[src/rtl/uart_char_transmitter_if.sv]
// ---------------------------------------------------------------------------
// uart_char_transmitter_if
// Bundles the character-side handshake and the serial line of the UART
// transmitter.
//   master : drives sampleTick, dataIn and load; observes dataOut, busy, txDone
//   slave  : the transmitter itself
// Signals
//   sampleTick  baud x OVERSAMPLE enable, one clk wide per tick
//   dataIn      character to send, sampled when load is accepted
//   load        request to send dataIn
//   dataOut     serial line, idles high
//   busy        high while a frame is in flight
//   txDone      one-clk pulse when the final stop bit period ends
// ---------------------------------------------------------------------------
interface uart_char_transmitter_if #(
    parameter int DATA_BITS = 8
) ();
    logic                 sampleTick;
    logic [DATA_BITS-1:0] dataIn;
    logic                 load;
    logic                 dataOut;
    logic                 busy;
    logic                 txDone;

    modport master (
        output sampleTick,
        output dataIn,
        output load,
        input  dataOut,
        input  busy,
        input  txDone
    );

    modport slave (
        input  sampleTick,
        input  dataIn,
        input  load,
        output dataOut,
        output busy,
        output txDone
    );
endinterface

[src/rtl/uart_char_transmitter.sv]
// ---------------------------------------------------------------------------
// uart_char_transmitter
// Serial transmit side of the character link. A character offered with a load
// strobe is shifted out as one UART frame: a start bit (0), DATA_BITS data
// bits LSB first, then STOP_BITS stop bits (1). Every bit lasts OVERSAMPLE
// pulses of sampleTick, the same oversampled baud enable used by the receiver.
// Ports
//   clk   system clock, all logic on posedge
//   rst   synchronous reset, active low
//   tx    uart_char_transmitter_if.slave (sampleTick, dataIn, load in;
//         dataOut, busy, txDone out - all outputs registered)
// ---------------------------------------------------------------------------
module uart_char_transmitter #(
    parameter int DATA_BITS  = 8,
    parameter int OVERSAMPLE = 16,
    parameter int STOP_BITS  = 1
) (
    input  logic                      clk,
    input  logic                      rst,
    uart_char_transmitter_if.slave    tx
);

    localparam int TICK_W = (OVERSAMPLE > 1) ? $clog2(OVERSAMPLE) : 1;
    localparam int BIT_W  = $clog2(DATA_BITS) + 1;

    localparam logic [TICK_W-1:0] TICK_LAST = TICK_W'(OVERSAMPLE - 1);
    localparam logic [BIT_W-1:0]  BIT_LAST  = BIT_W'(DATA_BITS - 1);
    localparam logic              STOP_LAST = 1'(STOP_BITS - 1);

    localparam logic [1:0] IDLE  = 2'd0;
    localparam logic [1:0] START = 2'd1;
    localparam logic [1:0] DATA  = 2'd2;
    localparam logic [1:0] STOP  = 2'd3;

    logic [1:0]           state;
    logic [TICK_W-1:0]    tick_cnt;
    logic [BIT_W-1:0]     bit_cnt;
    logic                 stop_cnt;
    logic [DATA_BITS-1:0] shift_reg;
    logic [DATA_BITS-1:0] shift_next;
    logic                 data_out_r;
    logic                 busy_r;
    logic                 tx_done_r;
    logic                 period_end;

    // A bit period ends on the tick that would take tickCnt past OVERSAMPLE-1.
    // Ticks seen in IDLE never count, so the first bit always gets a full
    // OVERSAMPLE ticks measured from the accepting edge.
    assign period_end = (state != IDLE) && tx.sampleTick && (tick_cnt == TICK_LAST);

    // Value the shift register takes after the current LSB has been sent;
    // its bit 0 is the next data bit to drive onto the line.
    assign shift_next = shift_reg >> 1;

    always_ff @(posedge clk) begin
        if (!rst) begin
            state      <= IDLE;
            tick_cnt   <= '0;
            bit_cnt    <= '0;
            stop_cnt   <= 1'b0;
            shift_reg  <= '0;
            data_out_r <= 1'b1;
            busy_r     <= 1'b0;
            tx_done_r  <= 1'b0;
        end else begin
            tx_done_r <= 1'b0;

            if ((state != IDLE) && tx.sampleTick) begin
                tick_cnt <= period_end ? '0 : tick_cnt + 1'b1;
            end

            case (state)
                IDLE: begin
                    data_out_r <= 1'b1;
                    busy_r     <= 1'b0;
                    if (tx.load && !busy_r) begin
                        // The start bit goes out from the accepting edge; a
                        // coincident sampleTick is deliberately not counted.
                        shift_reg  <= tx.dataIn;
                        tick_cnt   <= '0;
                        bit_cnt    <= '0;
                        stop_cnt   <= 1'b0;
                        busy_r     <= 1'b1;
                        data_out_r <= 1'b0;
                        state      <= START;
                    end
                end

                START: begin
                    if (period_end) begin
                        bit_cnt    <= '0;
                        data_out_r <= shift_reg[0];
                        state      <= DATA;
                    end
                end

                DATA: begin
                    if (period_end) begin
                        if (bit_cnt == BIT_LAST) begin
                            stop_cnt   <= 1'b0;
                            data_out_r <= 1'b1;
                            state      <= STOP;
                        end else begin
                            shift_reg  <= shift_next;
                            bit_cnt    <= bit_cnt + 1'b1;
                            data_out_r <= shift_next[0];
                        end
                    end
                end

                STOP: begin
                    data_out_r <= 1'b1;
                    if (period_end) begin
                        if (stop_cnt == STOP_LAST) begin
                            // busy drops on the same edge as txDone rises, so a
                            // load held during the txDone clk is taken next edge.
                            busy_r    <= 1'b0;
                            tx_done_r <= 1'b1;
                            state     <= IDLE;
                        end else begin
                            stop_cnt <= stop_cnt + 1'b1;
                        end
                    end
                end

                default: begin
                    data_out_r <= 1'b1;
                    busy_r     <= 1'b0;
                    state      <= IDLE;
                end
            endcase
        end
    end

    assign tx.dataOut = data_out_r;
    assign tx.busy    = busy_r;
    assign tx.txDone  = tx_done_r;

endmodule

[src/flat_wrapper.sv]
// flat-port wrapper written by rule: the top's interface ports become plain ports
module uart_char_transmitter_flat 
#(
    parameter int DATA_BITS  = 8,
    parameter int OVERSAMPLE = 16,
    parameter int STOP_BITS  = 1
)
  (clk, rst, tx_sampleTick, tx_dataIn, tx_load, tx_dataOut, tx_busy, tx_txDone);
  uart_char_transmitter_if #(.DATA_BITS(DATA_BITS)) tx_i ();
  input  logic clk;
  input  logic rst;
  input wire logic [$bits(tx_i.sampleTick)-1:0] tx_sampleTick;
  input wire logic [$bits(tx_i.dataIn)-1:0] tx_dataIn;
  input wire logic [$bits(tx_i.load)-1:0] tx_load;
  output wire logic [$bits(tx_i.dataOut)-1:0] tx_dataOut;
  output wire logic [$bits(tx_i.busy)-1:0] tx_busy;
  output wire logic [$bits(tx_i.txDone)-1:0] tx_txDone;
  assign tx_i.sampleTick = tx_sampleTick;
  assign tx_i.dataIn = tx_dataIn;
  assign tx_i.load = tx_load;
  assign tx_dataOut = tx_i.dataOut;
  assign tx_busy = tx_i.busy;
  assign tx_txDone = tx_i.txDone;
  uart_char_transmitter #(.DATA_BITS(DATA_BITS), .OVERSAMPLE(OVERSAMPLE), .STOP_BITS(STOP_BITS)) u_core (.clk(clk), .rst(rst), .tx(tx_i));
endmodule
[config.mk]
export PLATFORM = sky130hd
export DESIGN_NAME = uart_char_transmitter_flat
export DESIGN_NICKNAME = d
export VERILOG_FILES = /design/src/rtl/uart_char_transmitter_if.sv /design/src/rtl/uart_char_transmitter.sv /design/src/flat_wrapper.sv
export SDC_FILE = /design/constraint.sdc
export NUM_CORES = 1
export LEC_CHECK = 0
export ABC_CLOCK_PERIOD_IN_PS = 2000
export BUFFER_PORTS_ARGS = -buffer_cell sky130_fd_sc_hd__buf_4
export CORE_ASPECT_RATIO = 1.1
export CORE_MARGIN = 1.5
export CORE_UTILIZATION = 57
export DETAILED_ROUTE_END_ITERATION = 8
export GPL_ROUTABILITY_DRIVEN = 0
export HOLD_SLACK_MARGIN = 0.02
export MAX_ROUTING_LAYER = met4
export PLACE_DENSITY = 0.86
export SKIP_LAST_GASP = 1
export SYNTH_ARGS = -nofsm -noshare
export SYNTH_HDL_FRONTEND = slang
export SYNTH_SLANG_ARGS = --single-unit
[constraint.sdc]
create_clock -name clk -period 2 [get_ports clk]
set_input_delay 0.2 -clock clk [delete_from_list [all_inputs] [get_ports clk]]
set_output_delay 0.2 -clock clk [all_outputs]
set_load 0.05 [all_outputs]
Word level (Yosys, flattened, before mapping)

Index checks and enable logic that the tools add are counted.

Equal/unequal tests: 12
$add $sub $neg: 3
Mux-type cells: 36
Reduce and logical (&&, ||, !) cells: 17

Operators with widths:

| cell                                                 | number |
|---|---|
| 2-to-1 mux 4 bit                                     | 8 |
| 2-to-1 mux 8 bit                                     | 3 |
| case mux 8 bit (2 select lines)                      | 1 |
| 2-to-1 mux 1 bit                                     | 13 |
| 2-to-1 mux 2 bit                                     | 6 |
| case mux 4 bit (3 select lines)                      | 1 |
| != test 2 x 1 -> 1 bit (second input constant)       | 5 |
| AND reduction 5 bit                                  | 2 |
| adder 4 x 1 -> 4 bit (second input constant)         | 2 |
| case mux 2 bit (4 select lines)                      | 1 |
| AND reduction 3 bit                                  | 2 |
| AND reduction 6 bit                                  | 1 |
| nonzero test 2 bit                                   | 3 |
| nonzero test 3 bit                                   | 2 |
| equality test 2 bit (second input constant)          | 2 |
| equality test 4 x 3 -> 1 bit (second input constant) | 1 |
| equality test 4 bit (second input constant)          | 1 |
| != test 2 bit (second input constant)                | 2 |
| case mux 1 bit (4 select lines)                      | 1 |
| AND reduction 4 bit                                  | 1 |
| logical AND 1 bit                                    | 3 |
| case mux 1 bit (3 select lines)                      | 1 |
| equality test 2 x 1 -> 1 bit (second input constant) | 1 |
| logical NOT 2 bit                                    | 1 |
| other kinds (4)                                      | 4 |

Bits in registers: 22
Input bits: 12
Output and inout bits: 3

Depth between registers and ports, before layout

Gate-level depths: netlist of run 1.

Depth in word-level cells: 7
Mapped depth: 8
Mapped depth without buffers: 6

Worst setup path after synthesis of run 1

Ideal clock, no wire load.

Path type: register to register
Start point: register u_core.state[0]
End point: register u_core.shift_reg[7]
Path buffers: 1
Path slack: 0.335 ns
Required time: 1.885 ns
Data arrival time: 1.549 ns
Period minus slack after synthesis: 1.665 ns
Cell stages (with the launch flop): 8
Cell sequence: dfxtp_1 inv_1 ha_1 and3b_4 nand3_2 a22o_1 buf_6 a31o_1

Word-level cells in the longest chain between the ends: 5

RTL lines:

| item                                    | line                         | text |
|---|---|---|
| from (decl)                             | uart_char_transmitter.sv:35  | `logic [1:0] state;` |
| from (signal assigned)                  | uart_char_transmitter.sv:57  | `state <= IDLE;` |
| from (signal assigned)                  | uart_char_transmitter.sv:85  | `state <= START;` |
| from (signal assigned)                  | uart_char_transmitter.sv:93  | `state <= DATA;` |
| nonzero test 2 bit                      | uart_char_transmitter.sv:49  | `assign period_end = (state != IDLE) && tx.sampleTick && (tick_cnt == TICK_LAST);` |
| logical AND 1 bit (2 in a row)          | uart_char_transmitter.sv:49  |  |
| != test 2 x 1 -> 1 bit (no source line) | n/a                          |  |
| AND reduction 4 bit (no source line)    | n/a                          |  |
| to (signal assigned)                    | uart_char_transmitter.sv:79  | `shift_reg <= tx.dataIn;` |
| to (signal assigned)                    | uart_char_transmitter.sv:104 | `shift_reg <= shift_next;` |
| to (decl)                               | uart_char_transmitter.sv:39  | `logic [DATA_BITS-1:0] shift_reg;` |

Parallel ways exist; a longest one is shown, timed or not.
A chain may end at the register's enable or synchronous reset.

Final worst setup path of run 1

Ends and elaborated chain as after synthesis.

==> flow_results.org, run 1 <==
** Worst setup path
- Traced cell by cell, the critical path runs through inv_1 -> ha_1 -> and3b_4 -> nand3_2 -> a22o_2 -> a31o_1.
- Cell with the largest stage delay on the worst path :: sky130_fd_sc_hd__dfxtp_1
- Measured in cells, the most critical reg-to-reg path has a length of 6.
- STA puts the critical path data arrival time at 2.20 ns.
- Worst path max stage delay :: 0.45 ns
- Highest fanout seen on the critical path :: 8
- Counting buffers and inverters, the worst setup path is 6 cells deep.
- Required time worst endpoint :: 2.21 ns
- The kind of cell with the highest combined delay along the critical path is compound AO/OA/AOI/OAI gates.
- The worst setup path is of the reg2reg kind.
- The worst setup path is launched from a register.
- Together, buffers and inverters on the worst path number 1.
- The worst setup path is captured at a register.

** Global route
- The global routing stage identified its most utilized layer as met2.
- The via count of the first global-routing pass came to 1110.
- Met1 GRT Util :: 29.62%
- The first global-routing pass estimated 4.581 mm of wire.
- Grt met3 use :: 4.138%
- Entering global routing, the biggest net connects 32 pins.
- Number of antenna violations at the first check in global routing :: 0
- Global routing used 25.73% of the available tracks across all layers.
- Met2 demand-to-capacity share in global routing :: 43.11%
- Summed over all layers, the global routing overflow is 0.

** STA
- After layout, the worst path uses 99.31% of the clock period.
- The total count of max-transition violations in the final report came to 0.
- Final min period :: 1.986 ns
- Hold Vio Cnt, Final :: 0
- Transition at the pin with the smallest max-transition slack :: 0.3931 ns
- Setup violations remaining at the end of the flow were counted as 0.
- The clock arrives with 0.007808 ns of skew.
- Derived from the worst setup path, the maximum achievable clock frequency is 0.5035 GHz.
- Headroom to the max-slew limit came out at 73.79%.
- Setup repair after global routing could not meet its margin everywhere.

** Yosys
- Sequential elements use 32.97% of the synthesized area.
- Cell Area, Synth :: 1275 um2
- Synthesis produced 150 cells.
- A synthesized cell averages 8.500 um2.
- Nets in the synthesized netlist :: 168
- The Yosys step of the flow raised 0 warnings.
- Flop and latch count out of synthesis :: 21
- Count of cell types in the netlist :: 42

** Layout
- Total of fill cells in the finished design :: 178
- The final layout contains 183 nets.
- The number of antenna diodes in the final layout is 0.
- Registers take 420.4 um2.
- At the end of the flow the core is filled with cells to 70.10%.
- Multi-input gate area :: 807.0 um2
- Most common library cell in the layout ignoring fill and taps :: sky130_fd_sc_hd__nand2_1
- The register with the most flip-flops in the layout has 8 of them.
- Share of post-route cells with drive strength above 1 :: 22.56%
- The library cells used most frequently in the layout, excluding fill and tap cells, are 24 x sky130_fd_sc_hd__nand2_1, 21 x sky130_fd_sc_hd__dfxtp_1, 18 x sky130_fd_sc_hd__buf_4, 10 x sky130_fd_sc_hd__nand3_1, 10 x sky130_fd_sc_hd__nor2_1.
- From synthesis to final layout, the design area changed by 13.44%.

** Power
- The completed layout was analyzed and its total power is 0.001626 W.
- In this run the static leakage power is 0.6206 nW.
- Pwr Density :: 1124 nW/um2
- IR analysis of the VDD net gives a maximum drop of 768.6 uV.

** Worst hold path
- The worst hold path belongs to the class in2reg.
- Counting instances, the worst hold path has a depth of 2.

** Routing
- Via/cell ratio :: 6.135
- Via count of the routed design :: 1178
- After the first detailed-routing iteration, the DRC count stood at 40.
- After detailed routing, the total wire length is 2.768 mm.
- The count of nets left with antenna violations once routing finished came out at 0.
- For this run, design rule violations remaining after detail routing come to 0.
- Dividing the detail-routed wire length by the instance count gives 14.42 um.
- Drt first pass iters :: 4

** Clocking
- In this run, CTS created clock tree buffers numbering 3.
- CTS built an H-tree with a depth of 1.
- Later-pin clock latency in the skew report :: 0.31 ns
- TritonCTS built the clock tree.
- Cell at the root of the clock tree :: sky130_fd_sc_hd__clkbuf_4
- Post-cts hold buffer count :: 0
- The clock drives 21 sinks.
- Clock-pin slew was measured on the worst setup and hold paths at 0.12 ns.
- The clock passes through at most 2 buffers.

** Floorplanning
- Core area :: 2063 um2
- Die boundary height :: 52.60 um
- The die covers 2530 um2.
- Die Wd :: 48.10 um
- Ports :: 15
- Rows :: 17
- For this configuration, the core starts out at a cell density of 61.80%.

** Place
- Detailed-placement wirelength estimate :: 2.092 mm
- Number of port buffers :: 14

** Outcome
- Outcome :: complete, no violations

** Flow run
- Across the run, the number of max-cap violations was 0.
==> logic make-up (layout without fill, tap and decap cells) <==
| kind of cell | after synthesis | after routing | share of synthesized area [%] |
|---|---|---|---|
| AND/OR/NAND/NOR | 61 | 61 | 25.22 |
| AO/OA/AOI/OAI | 31 | 31 | 17.18 |
| flip-flops | 21 | 21 | 32.97 |
| multiplexers | 15 | 15 | 12.36 |
| buffers and inverters | 14 | 28 | 5.004 |
| adder cells (fa/ha/maj) | 6 | 6 | 5.888 |
| XOR/XNOR | 2 | 2 | 1.374 |
==> layout make-up <==
type | count | area share [%]
clock buffer | 4 | 1.817
inverter | 6 | 1.557
multi-input combinational | 115 | 55.80
sequential | 21 | 29.07
tap | 28 | 2.422
timing repair buffer | 18 | 9.343
==> per-layer routing <==
metal  vias up  routed length [um]
li1        574                   -
met1       536                1156
met2        61                1400
met5         -                   0
met4         0                  41
met3         7                 170
==> per-stage QoR <==
step / worst slack [ns] / hold slack, ns / cell area (um2) / cells / setup TNS, ns
final: 0.01378 / 0.2325 / 1446 / 192 / 0
after floorplan: 0.3355 / 0.4247 / 1275 / 150 / 0
after detailed placement: 0.04893 / 0.4635 / 1404 / 188 / 0
after global routing: -0.05865 / 0.2534 / 1446 / 192 / -0.08829
after CTS: 0.01919 / 0.2288 / 1430 / 192 / 0
after global placement: 0.1513 / 0.4424 / 1404 / 188 / 0
==> worst reg2reg max path, cell delays in order (launching register included) <==
cell	delay (ns)
sky130_fd_sc_hd__dfxtp_1	0.45
sky130_fd_sc_hd__inv_1	0.11
sky130_fd_sc_hd__ha_1	0.28
sky130_fd_sc_hd__and3b_4	0.36
sky130_fd_sc_hd__nand3_2	0.11
sky130_fd_sc_hd__a22o_2	0.33
sky130_fd_sc_hd__a31o_1	0.25
==> power by group <==
group | internal (W) | switching [W]
combinational | 0.000383 | 0.000470
sequential | 0.000500 | 0.0000623
clock | 0.0000780 | 0.000132
==> what timing repair did <==
action | in CTS | in global routing
setup endpoints to repair | 0 | 6
hold endpoints to repair | 0 | 0
resized for setup | 0 | 4
buffers inserted | 0 | 0
==> final timing paths <==
check                                   start                               end  slack (ns)
max              u_core.state[0]$_SDFFE_PN0P_  u_core.shift_reg[7]$_SDFFE_PN0P_        0.01
min                                       rst    u_core.tx.dataOut$_SDFFE_PN1P_        0.23
max reg2reg      u_core.state[0]$_SDFFE_PN0P_  u_core.shift_reg[7]$_SDFFE_PN0P_        0.01
min reg2reg  u_core.shift_reg[1]$_SDFFE_PN0P_  u_core.shift_reg[1]$_SDFFE_PN0P_        0.47
==> synth_stat cells (all sizes together) <==
| cell type | n | share of area, % |
|---|---|---|
| a21o | 2 | 1.2 |
| o32ai | 1 | 0.69 |
| a32oi | 2 | 1.4 |
| nor3 | 3 | 1.2 |
| o21ai | 4 | 1.6 |
| nand2b | 2 | 1.6 |
| and2 | 3 | 1.6 |
| nand2 | 24 | 7.1 |
| inv | 6 | 1.8 |
| mux2 | 6 | 5.3 |
| a41oi | 2 | 1.4 |
| a21oi | 6 | 2.4 |
| buf | 4 | 2.1 |
| a21boi | 1 | 0.59 |
| a31o | 1 | 0.69 |
| nand3 | 11 | 4.7 |
| or2 | 2 | 0.98 |
| dfxtp | 21 | 33 |
| a211oi | 2 | 1.2 |
| and3b | 2 | 1.7 |
| a22o | 1 | 0.69 |
| and4 | 2 | 1.4 |
| xor2 | 2 | 1.4 |
| a221oi | 1 | 0.69 |
| nand3b | 2 | 2.2 |
| o21a | 1 | 0.59 |
| nor2 | 10 | 2.9 |
| o211ai | 1 | 0.59 |
| o2111ai | 2 | 1.4 |
| a22oi | 1 | 0.59 |
| o221ai | 1 | 0.69 |
| ha | 6 | 5.9 |
| o22ai | 2 | 0.98 |
| mux2i | 9 | 7.1 |
| clkbuf | 4 | 1.2 |
Power figures use the tool's default switching activity.
==> inputs of run 2 (changes only) <==
ABC_AREA = 1   (was default)
CORE_UTILIZATION = 56   (was 57)
PLACE_DENSITY = 0.85   (was 0.86)
TNS_END_PERCENT = 20   (was default)
==> run 2 against run 1 <==
Effect of this change:
- clock-buffer cell count unchanged
- highest routed layer unchanged
- non-clock buffer count down 2
- total power up 9.5%
- final area down 4.5%
==> flow_results.org, run 2 <==
** STA
- Number of pins with negative max-slew slack in the final report :: 0 (unchanged)
- Period Utilization, post-route :: 91.02% (-8.3 points)
- The final critical path time including I/O delays and setup came to 1.820 ns (-0.1658 ns).
- Transition at the pin with the smallest max-transition slack :: 0.2981 ns (-0.09499 ns)
- Setup repair after global routing missed its margin :: false
- Hold Vio Cnt, Final :: 0 (unchanged)
- Maximum operating frequency :: 0.5493 GHz (+9.1%)
- Worst Skew :: 0.004370 ns (-0.003438 ns)
- Fin Setup TNS :: 0 ns (unchanged)
- Worst slew margin :: 80.12% (+6.3 points)
- Total setup violations reported at the end of the flow :: 0 (unchanged)

** Routing
- The sum of routed wire length over all layers was 2.637 mm (-4.7%).
- The detail-routed via count per cell is 5.212 (-15%).
- The wire length per cell came to 12.44 um (-14%).
- The residual antenna-violating net count after detailed routing is 0 (unchanged).
- Total DRC errors in the routed layout :: 0 (unchanged)
- Via count of the routed design :: 1105 (-6.2%)
- Initial DRC Count :: 28 (-30%)
- Drt first pass iters :: 4 (unchanged)

** Worst hold path
- The tightest min-delay check is of the in2reg type.

** Floorplanning
- The area of the core region was 2021 um2 (-2.1%).
- Rows :: 17 (unchanged)
- Die area :: 2449 um2 (-3.2%)
- Ports :: 15 (unchanged)
- The initial core utilization is 59.88% (-1.9 points).
- The die extent in x came to 47.32 um (-1.6%).
- Die boundary height :: 51.75 um (-1.6%)

** Layout
- Design area :: 1381 um2 (-4.5%)
- The final net count was 203 (+11%).
- The library cell used most frequently in the layout, excluding fill and tap cells, is sky130_fd_sc_hd__nand2_1.
- The share of the core filled with cells in the final layout came to 68.36% (-1.7 points).
- The count of antenna diodes in the layout is 0 (unchanged).
- The top cell types in the final layout, fill and taps aside, are 44 x sky130_fd_sc_hd__nand2_1, 31 x sky130_fd_sc_hd__nor2_1, 21 x sky130_fd_sc_hd__dfxtp_1, 15 x sky130_fd_sc_hd__inv_1, 15 x sky130_fd_sc_hd__buf_4.
- Largest register FFs :: 8 (unchanged)
- Total of fill cells in the finished design :: 177 (-0.56%)
- From synthesis to final layout, the design area changed by 14.17%.
- Share of post-route cells with drive strength above 1 :: 14.67% (-7.9 points)

** Global route
- The maximum number of pins on one net before global-route repair is 16 (-50%).
- The number of antenna violations at the first check in global routing was 0 (unchanged).
- Vias in the first global route :: 1052 (-5.2%)
- Global route overflow :: 0 (unchanged)
- First-pass GRT wire length :: 4.250 mm (-7.2%)
- GRT Overall Usage :: 24.27% (-1.5 points)

** Clocking
- The clock latency on the worst-skew pair came to 0.30 ns (about the same).
- CTS resizes :: 0 (unchanged)
- Clock Pin Slew Worst Setup and Hold Paths :: 0.12 ns (about the same)
- CTS tree :: yes
- H-tree levels :: 1 (unchanged)
- Clock Sink Count :: 21 (unchanged)
- Worst-case clock buffer depth :: 2 (unchanged)
- Clock buffer count from CTS :: 3 (unchanged)
- The number of buffers inserted for hold repair after clock tree synthesis is 0 (unchanged).
- The tree is rooted in a sky130_fd_sc_hd__clkbuf_4.
- # Post-CTS Setup Buffers :: 0 (unchanged)

** Worst setup path
- Launching element type of the critical path :: register
- Critical Path End Type :: register
- The arrival time of data at the critical path endpoint was 2.02 ns (-0.18 ns).
- Required time worst endpoint :: 2.20 ns (about the same)
- Highest fanout seen on the critical path :: 15 (+7)
- Critical path class :: reg2reg

** Yosys
- Fraction of post-synthesis cell area in the top cell type by area :: 34.75% (+1.8 points)
- By area, the combinational part of the netlist is dominated by simple AND/OR/NAND/NOR gates.
- Share of synthesized cell area in and, or, nand and nor gates :: 37.02% (+12 points)
- The area of the mapped netlist was 1210 um2 (-5.1%).
- Synth Area in XOR/XNOR :: 2.172% (+0.80 points)
- Number of flops mapped to enable cells by yosys :: 0 (unchanged)
- Adder-cell area share of the yosys netlist :: 6.205% (+0.32 points)
- The number of storage elements in the synthesis netlist is 21 (unchanged).
- Count of cell types in the netlist :: 25 (-40%)
- Synth warnings :: 0 (unchanged)
- After synthesis, the most frequently instantiated cells are 44 x sky130_fd_sc_hd__nand2_1, 31 x sky130_fd_sc_hd__nor2_1, 21 x sky130_fd_sc_hd__dfxtp_1.
- The compound-gate portion of the synthesized area is 8.376% (-8.8 points).
- Proportion of synthesized flip-flops having asynchronous set or reset :: 0% (unchanged)
- The net count of the mapped netlist came to 185 (+10%).
- Summed over all instances, the cell type with the most area after synthesis is sky130_fd_sc_hd__dfxtp_1.
- By instance count, the leading cell after synthesis is sky130_fd_sc_hd__nand2_1.
- Share of synthesized area spent on multiplexers :: 4.964% (-7.4 points)
- After synthesis, the cell types taking the most area are sky130_fd_sc_hd__dfxtp_1 35%, sky130_fd_sc_hd__nand2_1 14%, sky130_fd_sc_hd__nor2_1 9.6%, sky130_fd_sc_hd__ha_1 6.2%, sky130_fd_sc_hd__mux2i_1 5.0%.
- The synthesized area per cell came to 7.245 um2 (-15%).
- Dominant register cell in the synthesized netlist :: sky130_fd_sc_hd__dfxtp_1
- The share of synthesized area occupied by flip-flops and latches is 34.75% (+1.8 points).
- The gate count after technology mapping came to 167 (+11%).

** Power
- Internal portion of total power :: 0.0009840 W (+2.4%)
- The worst supply voltage drop on vdd came to 839.6 uV (+9.2%).
- The switching power share of the total is 44.74% (+3.8 points).
- Pwr Density :: 1289 nW/um2 (+15%)
- The static leakage was 0.6623 nW (+6.7%).
- The combinational share of power was 55.1% (+2.6 points).
- The relative contribution of sequential cells to total power came to 33.4% (-1.2 points).
- The switching power of the nets was 0.0007965 W (+20%).
- The share of power burned in the clock network is 11.4% (-1.5 points).

** Place
- Number of port buffers :: 14 (unchanged)
- Detailed-placement wirelength estimate :: 1.884 mm (-9.9%)
- The post-detailed-placement cell area is 1335 um2 (-4.9%).

** Outcome
- Outcome :: complete, no violations

** Flow run
- The number of max-cap violations is 0 (unchanged).
-- run 2: cell count changes after synthesis, moves of 3 or more --
cell | before | now
sky130_fd_sc_hd__nor2_1 | 10 | 31
sky130_fd_sc_hd__nand2_1 | 24 | 44
sky130_fd_sc_hd__inv_1 | 6 | 15
sky130_fd_sc_hd__mux2_2 | 6 | 0
sky130_fd_sc_hd__nand4_1 | 0 | 5
sky130_fd_sc_hd__o21ai_0 | 4 | 0
sky130_fd_sc_hd__a21oi_1 | 6 | 9
sky130_fd_sc_hd__buf_2 | 3 | 0
sky130_fd_sc_hd__clkbuf_1 | 4 | 1
sky130_fd_sc_hd__mux2i_1 | 9 | 6
-- run 2: final cells by class --
type	count	area (um2)	area share, %
clock buffers	4	26.28	1.902
well taps	28	35.03	2.536
inverters	15	56.30	4.076
flip-flops and latches	21	420.4	30.43
multi-input cells	128	710.7	51.45
repair buffers	16	132.6	9.601
-- run 2: worst max-delay path, stage by stage (launching register included) --
cell and delay [ns]:
sky130_fd_sc_hd__dfxtp_1 0.36, sky130_fd_sc_hd__inv_1 0.09, sky130_fd_sc_hd__ha_1 0.33, sky130_fd_sc_hd__inv_1 0.21, sky130_fd_sc_hd__nand2_1 0.13, sky130_fd_sc_hd__nand3_1 0.16
sky130_fd_sc_hd__nor2_4 0.16, sky130_fd_sc_hd__buf_12 0.14, sky130_fd_sc_hd__nand2_1 0.05, sky130_fd_sc_hd__nand2_1 0.06, sky130_fd_sc_hd__nor2_1 0.03
-- run 2: final timing paths --
path	startpoint	to	slack (ns)	cells past startpoint
setup / recovery	u_core.state[0]$_SDFFE_PN0P_	u_core.shift_reg[7]$_SDFFE_PN0P_	0.18	10
hold / removal	rst	u_core.tx.dataOut$_SDFFE_PN1P_	0.18	2
setup reg to reg	u_core.state[0]$_SDFFE_PN0P_	u_core.shift_reg[7]$_SDFFE_PN0P_	0.18	10
hold reg to reg	u_core.tx.dataOut$_SDFFE_PN1P_	u_core.tx.dataOut$_SDFFE_PN1P_	0.49	2
-- run 2: layer usage --
layer | up-vias | share of wire [%] | global-route usage [%]
li1 | 570 | - | -
met1 | 492 | 42 | 29.03
met2 | 41 | 52 | 40.99
met3 | 2 | 5.2 | 4.167
met4 | 0 | 0.46 | 6.481
met5 | - | 0 | -
-- run 2: cells by family (layout without fill, tap and decap cells) --
family,count (synthesis),after routing
and+or+nand+nor,98,98
muxes,6,6
xor gates and xnor gates,3,3
AOI/OAI and AO/OA,15,15
buffers and inverters,18,35
adders and majority gates,6,6
DFF,21,21
-- run 2: metrics by stage --
| step | hold slack [ns] | setup slack, ns | total power [W] | std cells |
|---|---|---|---|---|
| finish | 0.1760 | 0.1795 | 0.001781 | 212 |
| global placement | 0.4566 | 0.2583 | 0.001448 | 207 |
| global route | 0.1713 | 0.002945 | 0.001929 | 212 |
| floorplan | 0.3441 | 0.4108 | 0.001331 | 167 |
| detailed placement | 0.4619 | 0.1691 | 0.001489 | 207 |
| CTS | 0.1768 | 0.1683 | 0.001696 | 211 |
-- run 2: power by group through the flow --
stage	Combinational [W]	Clock (W)	Sequential (W)
floorplan	0.000692	0	0.000639
CTS	0.000897	0.000206	0.000594
detailed placement	0.000886	0	0.000603
global route	0.00110	0.000225	0.000607
global placement	0.000851	0	0.000597
finish	0.000982	0.000204	0.000595
